===== src/rtl/adc_frame_scan.sv =====
// Scans CH_NUM tactile channels: mux select, settle, paired ADC conversion, sign-magnitude record out.
// Latency per channel (ready high): SETTLE_CYC + Tc + 2 cycles; record appears the cycle after both results land.
// Backpressure: record held with data_vld_o high until data_rdy_i; scanning stalls in PRESENT meanwhile.
// Optional: define ADC_AVG_EN to average 4 conversions per channel before conversion to sign-magnitude.
module adc_frame_scan #(
    parameter int CH_NUM      = 16,
    parameter int SETTLE_CYC  = 500,
    parameter int TIMEOUT_CYC = 4095
) (
    input  logic        clk_i,
    input  logic        rst_n_i,
    input  logic        scan_en_i,
    output logic [3:0]  mux_sel_o,
    output logic        mem_adc_start_o,
    input  logic        mem_adc_done_i,
    input  logic [15:0] mem_adc_data_i,
    output logic        piezo_adc_start_o,
    input  logic        piezo_adc_done_i,
    input  logic [15:0] piezo_adc_data_i,
    output logic [15:0] memristor_adc_data_o,
    output logic [15:0] piezo_adc_data_o,
    output logic [3:0]  ch_sign_o,
    output logic        data_vld_o,
    input  logic        data_rdy_i,
    output logic        frame_done_o,
    output logic        adc_timeout_o
);

    typedef enum logic [1:0] {
        S_IDLE    = 2'd0,
        S_SETTLE  = 2'd1,
        S_CONVERT = 2'd2,
        S_PRESENT = 2'd3
    } state_t;

    localparam logic [15:0] SETTLE_LAST = 16'(SETTLE_CYC - 1);
    localparam logic [15:0] TMO_LAST    = 16'(TIMEOUT_CYC - 1);
    localparam logic [3:0]  CH_LAST     = 4'(CH_NUM - 1);

    // Raw two's complement to sign-magnitude, bit15 set = positive.
    // The most negative code has no positive twin in 15 bits, so it saturates.
    function automatic logic [15:0] to_sm(input logic [15:0] r);
        logic [15:0] neg;
        neg = 16'd0 - r;
        if (!r[15])
            return {1'b1, r[14:0]};
        else if (r == 16'h8000)
            return 16'h7FFF;
        else
            return {1'b0, neg[14:0]};
    endfunction

    state_t      state_q, state_d;
    logic [15:0] cyc_cnt_q, cyc_cnt_d;      // settle count in SETTLE, timeout count in CONVERT
    logic [3:0]  ch_cnt_q;
    logic        start_q, start_d;
    logic        mem_got_q, pz_got_q;
    logic [15:0] mem_cap_q, pz_cap_q;
    logic [15:0] mem_out_q, pz_out_q;
    logic [3:0]  ch_sign_q;
    logic        tmo_q;

    logic [15:0] mem_sample, pz_sample;    // this conversion's result, live done input wins
    logic [15:0] mem_final, pz_final;      // value that goes out through sign-magnitude
    logic        both_now;
    logic        tmo_hit;
    logic        sample_end;
    logic        last_sample;
    logic        present_load;
    logic        xfer;

    // A missing result (timeout) contributes raw zero.
    assign mem_sample = mem_adc_done_i   ? mem_adc_data_i   : (mem_got_q ? mem_cap_q : 16'h0000);
    assign pz_sample  = piezo_adc_done_i ? piezo_adc_data_i : (pz_got_q  ? pz_cap_q  : 16'h0000);
    assign both_now   = (mem_got_q | mem_adc_done_i) & (pz_got_q | piezo_adc_done_i);
    assign tmo_hit    = (cyc_cnt_q == TMO_LAST);
    assign sample_end = (state_q == S_CONVERT) && (both_now || tmo_hit);
    assign xfer       = (state_q == S_PRESENT) && data_rdy_i;

`ifdef ADC_AVG_EN
    logic [1:0]  samp_q;
    logic [17:0] mem_acc_q, pz_acc_q;
    logic [17:0] mem_sum, pz_sum;

    assign mem_sum     = mem_acc_q + {{2{mem_sample[15]}}, mem_sample};
    assign pz_sum      = pz_acc_q  + {{2{pz_sample[15]}},  pz_sample};
    assign last_sample = (samp_q == 2'd3);
    // Arithmetic shift by 2 of the 18-bit sum: dropping the low bits floors toward -inf.
    assign mem_final   = mem_sum[17:2];
    assign pz_final    = pz_sum[17:2];

    // Accumulate four samples per channel; clear once the channel's average is taken.
    always_ff @(posedge clk_i or negedge rst_n_i) begin
        if (!rst_n_i) begin
            samp_q    <= 2'd0;
            mem_acc_q <= 18'd0;
            pz_acc_q  <= 18'd0;
        end else if (sample_end) begin
            if (last_sample) begin
                samp_q    <= 2'd0;
                mem_acc_q <= 18'd0;
                pz_acc_q  <= 18'd0;
            end else begin
                samp_q    <= samp_q + 2'd1;
                mem_acc_q <= mem_sum;
                pz_acc_q  <= pz_sum;
            end
        end
    end
`else
    assign last_sample = 1'b1;
    assign mem_final   = mem_sample;
    assign pz_final    = pz_sample;
`endif

    // Next-state, start pulse request and shared cycle counter.
    always_comb begin
        state_d      = state_q;
        start_d      = 1'b0;
        cyc_cnt_d    = cyc_cnt_q + 16'd1;
        present_load = 1'b0;
        case (state_q)
            S_IDLE: begin
                cyc_cnt_d = 16'd0;
                if (scan_en_i)
                    state_d = S_SETTLE;
            end
            S_SETTLE: begin
                if (cyc_cnt_q == SETTLE_LAST) begin
                    state_d   = S_CONVERT;
                    start_d   = 1'b1;
                    cyc_cnt_d = 16'd0;
                end
            end
            S_CONVERT: begin
                if (sample_end) begin
                    cyc_cnt_d = 16'd0;
                    if (last_sample) begin
                        state_d      = S_PRESENT;
                        present_load = 1'b1;
                    end else begin
                        // Another conversion round for averaging, no re-settle.
                        start_d = 1'b1;
                    end
                end
            end
            S_PRESENT: begin
                cyc_cnt_d = 16'd0;
                if (xfer)
                    state_d = scan_en_i ? S_SETTLE : S_IDLE;
            end
            default: begin
                state_d   = S_IDLE;
                cyc_cnt_d = 16'd0;
            end
        endcase
    end

    // State, counter and start pulse registers.
    always_ff @(posedge clk_i or negedge rst_n_i) begin
        if (!rst_n_i) begin
            state_q   <= S_IDLE;
            cyc_cnt_q <= 16'd0;
            start_q   <= 1'b0;
        end else begin
            state_q   <= state_d;
            cyc_cnt_q <= cyc_cnt_d;
            start_q   <= start_d;
        end
    end

    // Capture each ADC result on its own done pulse; only meaningful while converting.
    always_ff @(posedge clk_i or negedge rst_n_i) begin
        if (!rst_n_i) begin
            mem_got_q <= 1'b0;
            pz_got_q  <= 1'b0;
            mem_cap_q <= 16'h0000;
            pz_cap_q  <= 16'h0000;
        end else if (state_q == S_CONVERT) begin
            if (sample_end) begin
                mem_got_q <= 1'b0;
                pz_got_q  <= 1'b0;
            end else begin
                if (mem_adc_done_i) begin
                    mem_got_q <= 1'b1;
                    mem_cap_q <= mem_adc_data_i;
                end
                if (piezo_adc_done_i) begin
                    pz_got_q <= 1'b1;
                    pz_cap_q <= piezo_adc_data_i;
                end
            end
        end
    end

    // Record registers load only on entry to PRESENT; downstream reads them long after the handshake.
    always_ff @(posedge clk_i or negedge rst_n_i) begin
        if (!rst_n_i) begin
            mem_out_q <= 16'h0000;
            pz_out_q  <= 16'h0000;
            ch_sign_q <= 4'd0;
        end else if (present_load) begin
            mem_out_q <= to_sm(mem_final);
            pz_out_q  <= to_sm(pz_final);
            ch_sign_q <= ch_cnt_q;
        end
    end

    // Channel counter advances on each transfer and drives the mux directly.
    always_ff @(posedge clk_i or negedge rst_n_i) begin
        if (!rst_n_i)
            ch_cnt_q <= 4'd0;
        else if (xfer)
            ch_cnt_q <= (ch_cnt_q == CH_LAST) ? 4'd0 : ch_cnt_q + 4'd1;
    end

    // Sticky timeout flag, cleared only by reset.
    always_ff @(posedge clk_i or negedge rst_n_i) begin
        if (!rst_n_i)
            tmo_q <= 1'b0;
        else if (sample_end && !both_now)
            tmo_q <= 1'b1;
    end

    assign mux_sel_o            = ch_cnt_q;
    assign mem_adc_start_o      = start_q;
    assign piezo_adc_start_o    = start_q;
    assign memristor_adc_data_o = mem_out_q;
    assign piezo_adc_data_o     = pz_out_q;
    assign ch_sign_o            = ch_sign_q;
    assign data_vld_o           = (state_q == S_PRESENT);
    assign frame_done_o         = xfer && (ch_cnt_q == CH_LAST);
    assign adc_timeout_o        = tmo_q;

endmodule

===== config.mk =====
export PLATFORM = sky130hd
export DESIGN_NAME = adc_frame_scan
export DESIGN_NICKNAME = d
export VERILOG_FILES = /design/src/rtl/adc_frame_scan.sv
export SDC_FILE = /design/constraint.sdc
export NUM_CORES = 1
export LEC_CHECK = 0
export CAP_MARGIN = 20
export CORE_UTILIZATION = 50
export DETAILED_ROUTE_END_ITERATION = 8
export PLACE_DENSITY = 0.8
export SETUP_SLACK_MARGIN = 0.1
export SLEW_MARGIN = 20
export SYNTH_ARGS = -nofsm -noshare
export SYNTH_HDL_FRONTEND = slang
export SYNTH_SLANG_ARGS = --single-unit

===== constraint.sdc =====
create_clock -name clk_i -period 6.9 [get_ports clk_i]
set_clock_uncertainty 0.05 [all_clocks]
set_input_delay 1.38 -clock clk_i [delete_from_list [all_inputs] [get_ports clk_i]]
set_output_delay 1.38 -clock clk_i [all_outputs]
set_load 0.005 [all_outputs]

# Word level (Yosys, flattened, before mapping)
# Cells that the tools add are included.
[totals]
out_inout_bits = 45
elab_cells = 73
reg_bits = 94
[classes]
bitwise_logic = 4
add_sub_neg = 4
n_eq_ne = 12
reduce_logical = 15
muxes = 26
[op_table]
columns = ["cell", "n"]
rows = [
  ["2-to-1 mux 16 bit", 8],
  ["one-hot mux 16 bit (3 select lines)", 1],
  ["equality test 16 bit (second input constant)", 2],
  ["2-to-1 mux 15 bit", 2],
  ["subtractor 1 x 15 -> 15 bit (first input constant)", 2],
  ["adder 16 x 1 -> 16 bit (second input constant)", 1],
  ["equality test 16 x 12 -> 1 bit (second input constant)", 1],
  ["equality test 16 x 9 -> 1 bit (second input constant)", 1],
  ["2-to-1 mux 1 bit", 9],
  ["2-to-1 mux 2 bit", 4],
  ["one-hot mux 2 bit (4 select lines)", 1],
  ["!= test 2 bit (second input constant)", 3],
  ["AND reduction 3 bit", 2],
  ["adder 4 x 1 -> 4 bit (second input constant)", 1],
  ["equality test 2 bit (second input constant)", 2],
  ["equality test 4 bit (second input constant)", 1],
  ["logical AND 1 bit", 4],
  ["2-to-1 mux 4 bit", 1],
  ["AND reduction 2 bit", 2],
  ["AND reduction 4 bit", 1],
  ["nonzero test 2 bit", 2],
  ["equality test 2 x 1 -> 1 bit (second input constant)", 1],
  ["logical NOT 2 bit", 1],
  ["!= test 2 x 1 -> 1 bit (second input constant)", 1],
  ["6 further kinds", 7],
]

# Depth between registers and ports, before layout
[logic_depth]
depth_word = 6
mapped_depth = 12
mapped_depth_nobuf = 9

# Least setup slack after synthesis
# Ideal clock, no wire load.
[synth_path]
path_kind = "input to register"
start = "input port piezo_adc_done_i"
end = "register pz_out_q[1] (netlist: piezo_adc_data_o[1])"
arrival_time_ps = 3777
path_stages = 12
n_path_buf = 4
setup_slack_ps = 2999
required_time_ps = 6776
path_cell_list = "buf_2 clkbuf_1 buf_1 a22oi_1 ha_1 inv_1 a221o_1 nor4_4 nand4_2 o31a_4 buf_12 a21oi_4"
[synth_between]
elab_chain_cells = 6
elab_cells_between_ends = 11
classes_between = "add/sub (1); eq/ne (1); mux (5); bitwise (2); reduce/logical (2)"
[synth_lines]
columns = ["item", "line_no", "text"]
rows = [
  ["from (decl)", "18", "input logic piezo_adc_done_i,"],
  ["branches (longest 6 deep; another with subtractor 1 x 15 -> 15 bit)", "-", ""],
  ["to (signal assigned)", "204", "pz_out_q <= to_sm(pz_final);"],
  ["to (decl)", "59", "logic [15:0] mem_out_q, pz_out_q;"],
]
# Several ways; the timed one is not identified.
# A chain may end at the register's enable or synchronous reset.

# Worst setup path in the final report
[layout_path]
start = "input port data_rdy_i"
end = "output port frame_done_o"
[layout_between]
elab_chain_cells = 2
[layout_lines]
columns = ["item", "line_no", "text"]
rows = [
  ["from (decl)", "24", "input logic data_rdy_i,"],
  ["logical AND 1 bit", "78", "assign xfer = (state_q == S_PRESENT) && data_rdy_i;"],
  ["logical AND 1 bit", "232", "assign frame_done_o = xfer && (ch_cnt_q == CH_LAST);"],
  ["to (decl)", "25", "output logic frame_done_o,"],
]
# Every way passes these cells.

==> results_dict.tcl <==
set metrics [dict create \
    outcome "completed" \
    tritoncts "yes" \
    regArea_mm2 0.00235 \
    clk_latency_ns 0.37 \
    ctsResizeCount 0 \
    seq_area_frac_synth_pct 46.5 \
    synth.area.top_cells "dfrtp_1, mux2_2, nor2_1" \
    leakage_nw 2.52 \
    syn-cell-area_mm2 0.00506 \
    worstPathArrival_ns 2.84 \
    power_density_mw_per_mm2 383 \
    post-route-min-period_ns 4.27 \
    drtPass1Iterations 5 \
    die_y_um 103 \
    drt-initial-drc-count 156 \
    finalNetCount 621 \
    clockBufferDepth 2 \
    num_antenna_cells 0 \
    grt_pass1_wl_um 18500 \
    critPathMaxFanout 5 \
    yosys-top-cells-count "dfrtp_1, nor2_1, mux2_2, o21ai_0, nand2_1" \
    final_max_slew_viol_count 0 \
    ant_nets 0 \
    cts_hold_buf 0 \
    coreArea_mm2 0.00977 \
    yosys.area.top_type "dfrtp_1" \
    tightestPinTransition_ns 1.01 \
    maxCapViolations 0 \
    antenna_found_initial 0 \
    yosysMostFrequentCell "dfrtp_1" \
    critPathKind "in2out" \
    multi_input_area_mm2 0.00254 \
    syn2layout_area_growth_pct 21.8 \
    max_slew_margin_pct 32.4 \
    clock_sinks 94 \
    fmaxAchievable_mhz 234 \
    h-tree-depth 3 \
    hold_path_class "reg2reg" \
    rows 36 \
    vias_per_cell 5.63 \
    routed_wirelength_um 11300 \
    async_flop_share_pct 100 \
    cts_made_buffers 9 \
    fin_area_mm2 0.00616 \
    worst_ep_required_time_ns 5.47 \
    setup-tns-final_ns 0 \
    vias 3995 \
    netlist_instances 496 \
    setup.worst_path.start_class "primary input" \
    yosysWarnings 0 \
    vdd_ir_drop_max_v 0.000168 \
    die_x_um 103 \
    dpl_cell_area_mm2 0.00595 \
    clock_tree.root_cell "clkbuf_8" \
    final.period_utilization_pct 61.8 \
    clk_pin_slew_ns 0.09 \
    rsz0062_at_grt "no" \
    place.gp.congestion 0.858 \
    synth-edff-count 0 \
    cp-end-kind "output pin" \
    initial_core_util_pct 51.7 \
    drc 0 \
    nFillCells 808 \
    reg2reg_slack_ns 3.90 \
    grt-ovfl-total 0 \
    utilization_pct 63.0 \
    synth.avg_cell_area_um2 10.2 \
    power_mw 2.36 \
    avgRoutedWirePerCell_um 15.9 \
    grt_usage_pct 22.9 \
    setup_viol 0 \
    yosysTopAreaCellShare_pct 46.5 \
    synth-seq-cells 94 \
    cts_setup_buffers 0 \
    hold_viol_final 0 \
    dp.final_hpwl_um 8320 \
    synth-main-ff-cell "dfrtp_1" \
    dieArea_mm2 0.0105 \
    grt_max_degree 58 \
    io_pins 83 \
    port_buffers 82 \
    synth_cell_type_count 53 \
    layout-drive-gt1-share_pct 13.0 \
    synth_nets 545 \
    grt_pass1_vias 3950 \
]
## sequential cells by signal (all words and copies together) (netlist names)
register and count:
state_q 2, memristor_adc_data_o 16, ch_sign_o 4, mem_adc_start_o 1
adc_timeout_o 1, mem_cap_q 16, pz_cap_q 16, cyc_cnt_q 16
mux_sel_o 4, pz_got_q 1, mem_got_q 1, piezo_adc_data_o 16
## cell type report
| type | count | share of cell area (%) |
|---|---|---|
| Timing Repair Buffer | 87 | 13.9 |
| Inverter | 11 | 0.671 |
| Sequential cell | 94 | 38.2 |
| Clock inverter | 5 | 0.955 |
| Multi-Input combinational cell | 369 | 41.3 |
| Clock buffer | 11 | 2.30 |
| Tap cell | 133 | 2.70 |
## stage by stage
step,hold slack (ns),instances,setup WS (ns)
floorplan,0.401,496,3.00
finish,0.439,710,2.63
global route,0.461,710,2.44
CTS,0.445,710,2.65
global placement,0.414,694,2.44
detailed placement,0.413,694,2.31
## worst paths after layout
path,start,to,cells after the start
max in group asynchronous,rst_n_i,cyc_cnt_q[6],2
worst max register to register,cyc_cnt_q[14],piezo_adc_data_o[0],5
worst max-delay path,data_rdy_i,frame_done_o,4
min in group asynchronous,rst_n_i,cyc_cnt_q[5],1
worst min-delay path,ch_sign_o[3],ch_sign_o[3],2
worst min register to register,ch_sign_o[3],ch_sign_o[3],2
## per-layer routing
layer  vias to the layer above  GRT usage [%]  share of wire (%)
met5                         -              0                  0
met4                         0           10.5                2.4
met3                        21           2.85                4.4
met2                       128           39.1                 50
met1                      1936           29.1                 43
li1                       1910              -                  -
## critical path, stage by stage
cell             delay (ns)
clkdlybuf4s50_1        0.55
and3_1                 0.21
and3_1                 0.18
clkdlybuf4s50_1        0.51
## where the power goes
group	switching, mW	internal, mW
Sequential	0.173	0.780
Combinational	0.497	0.539
Clock	0.193	0.177
## cells by family after synthesis
family                   share of synthesized area [%]
XOR/XNOR                                          6.76
buffers and inverters                             3.32
multiplexers                                      7.35
AND/OR/NAND/NOR                                   14.2
flip-flops                                        46.5
AO/OA/AOI/OAI                                     19.1
adder cells (fa/ha/maj)                           2.72
## placed cells by master (no fill, tap or decap), types with 2 or more instances in the layout
cell type,n
nor2b_1,3
clkdlybuf4s50_1,81
nand3_1,10
clkbuf_8,10
ha_1,11
mux2_2,33
o21ai_0,33
and2_1,2
dfrtp_1,94
nand4_1,4
o22ai_1,2
xor2_1,19
a22o_1,8
nor3_1,3
nand2b_1,2
xnor2_1,20
or2_2,2
a21oi_1,21
clkinvlp_4,2
o31ai_1,3
and3_1,5
inv_1,11
a21oi_4,10
nor2_1,79
buf_4,6
o21a_1,5
a41oi_1,2
nand2_2,2
and4_1,3
nand2_1,30
a31oi_1,10
a22oi_1,27
No activity file was read; power rests on OpenSTA's default activity.
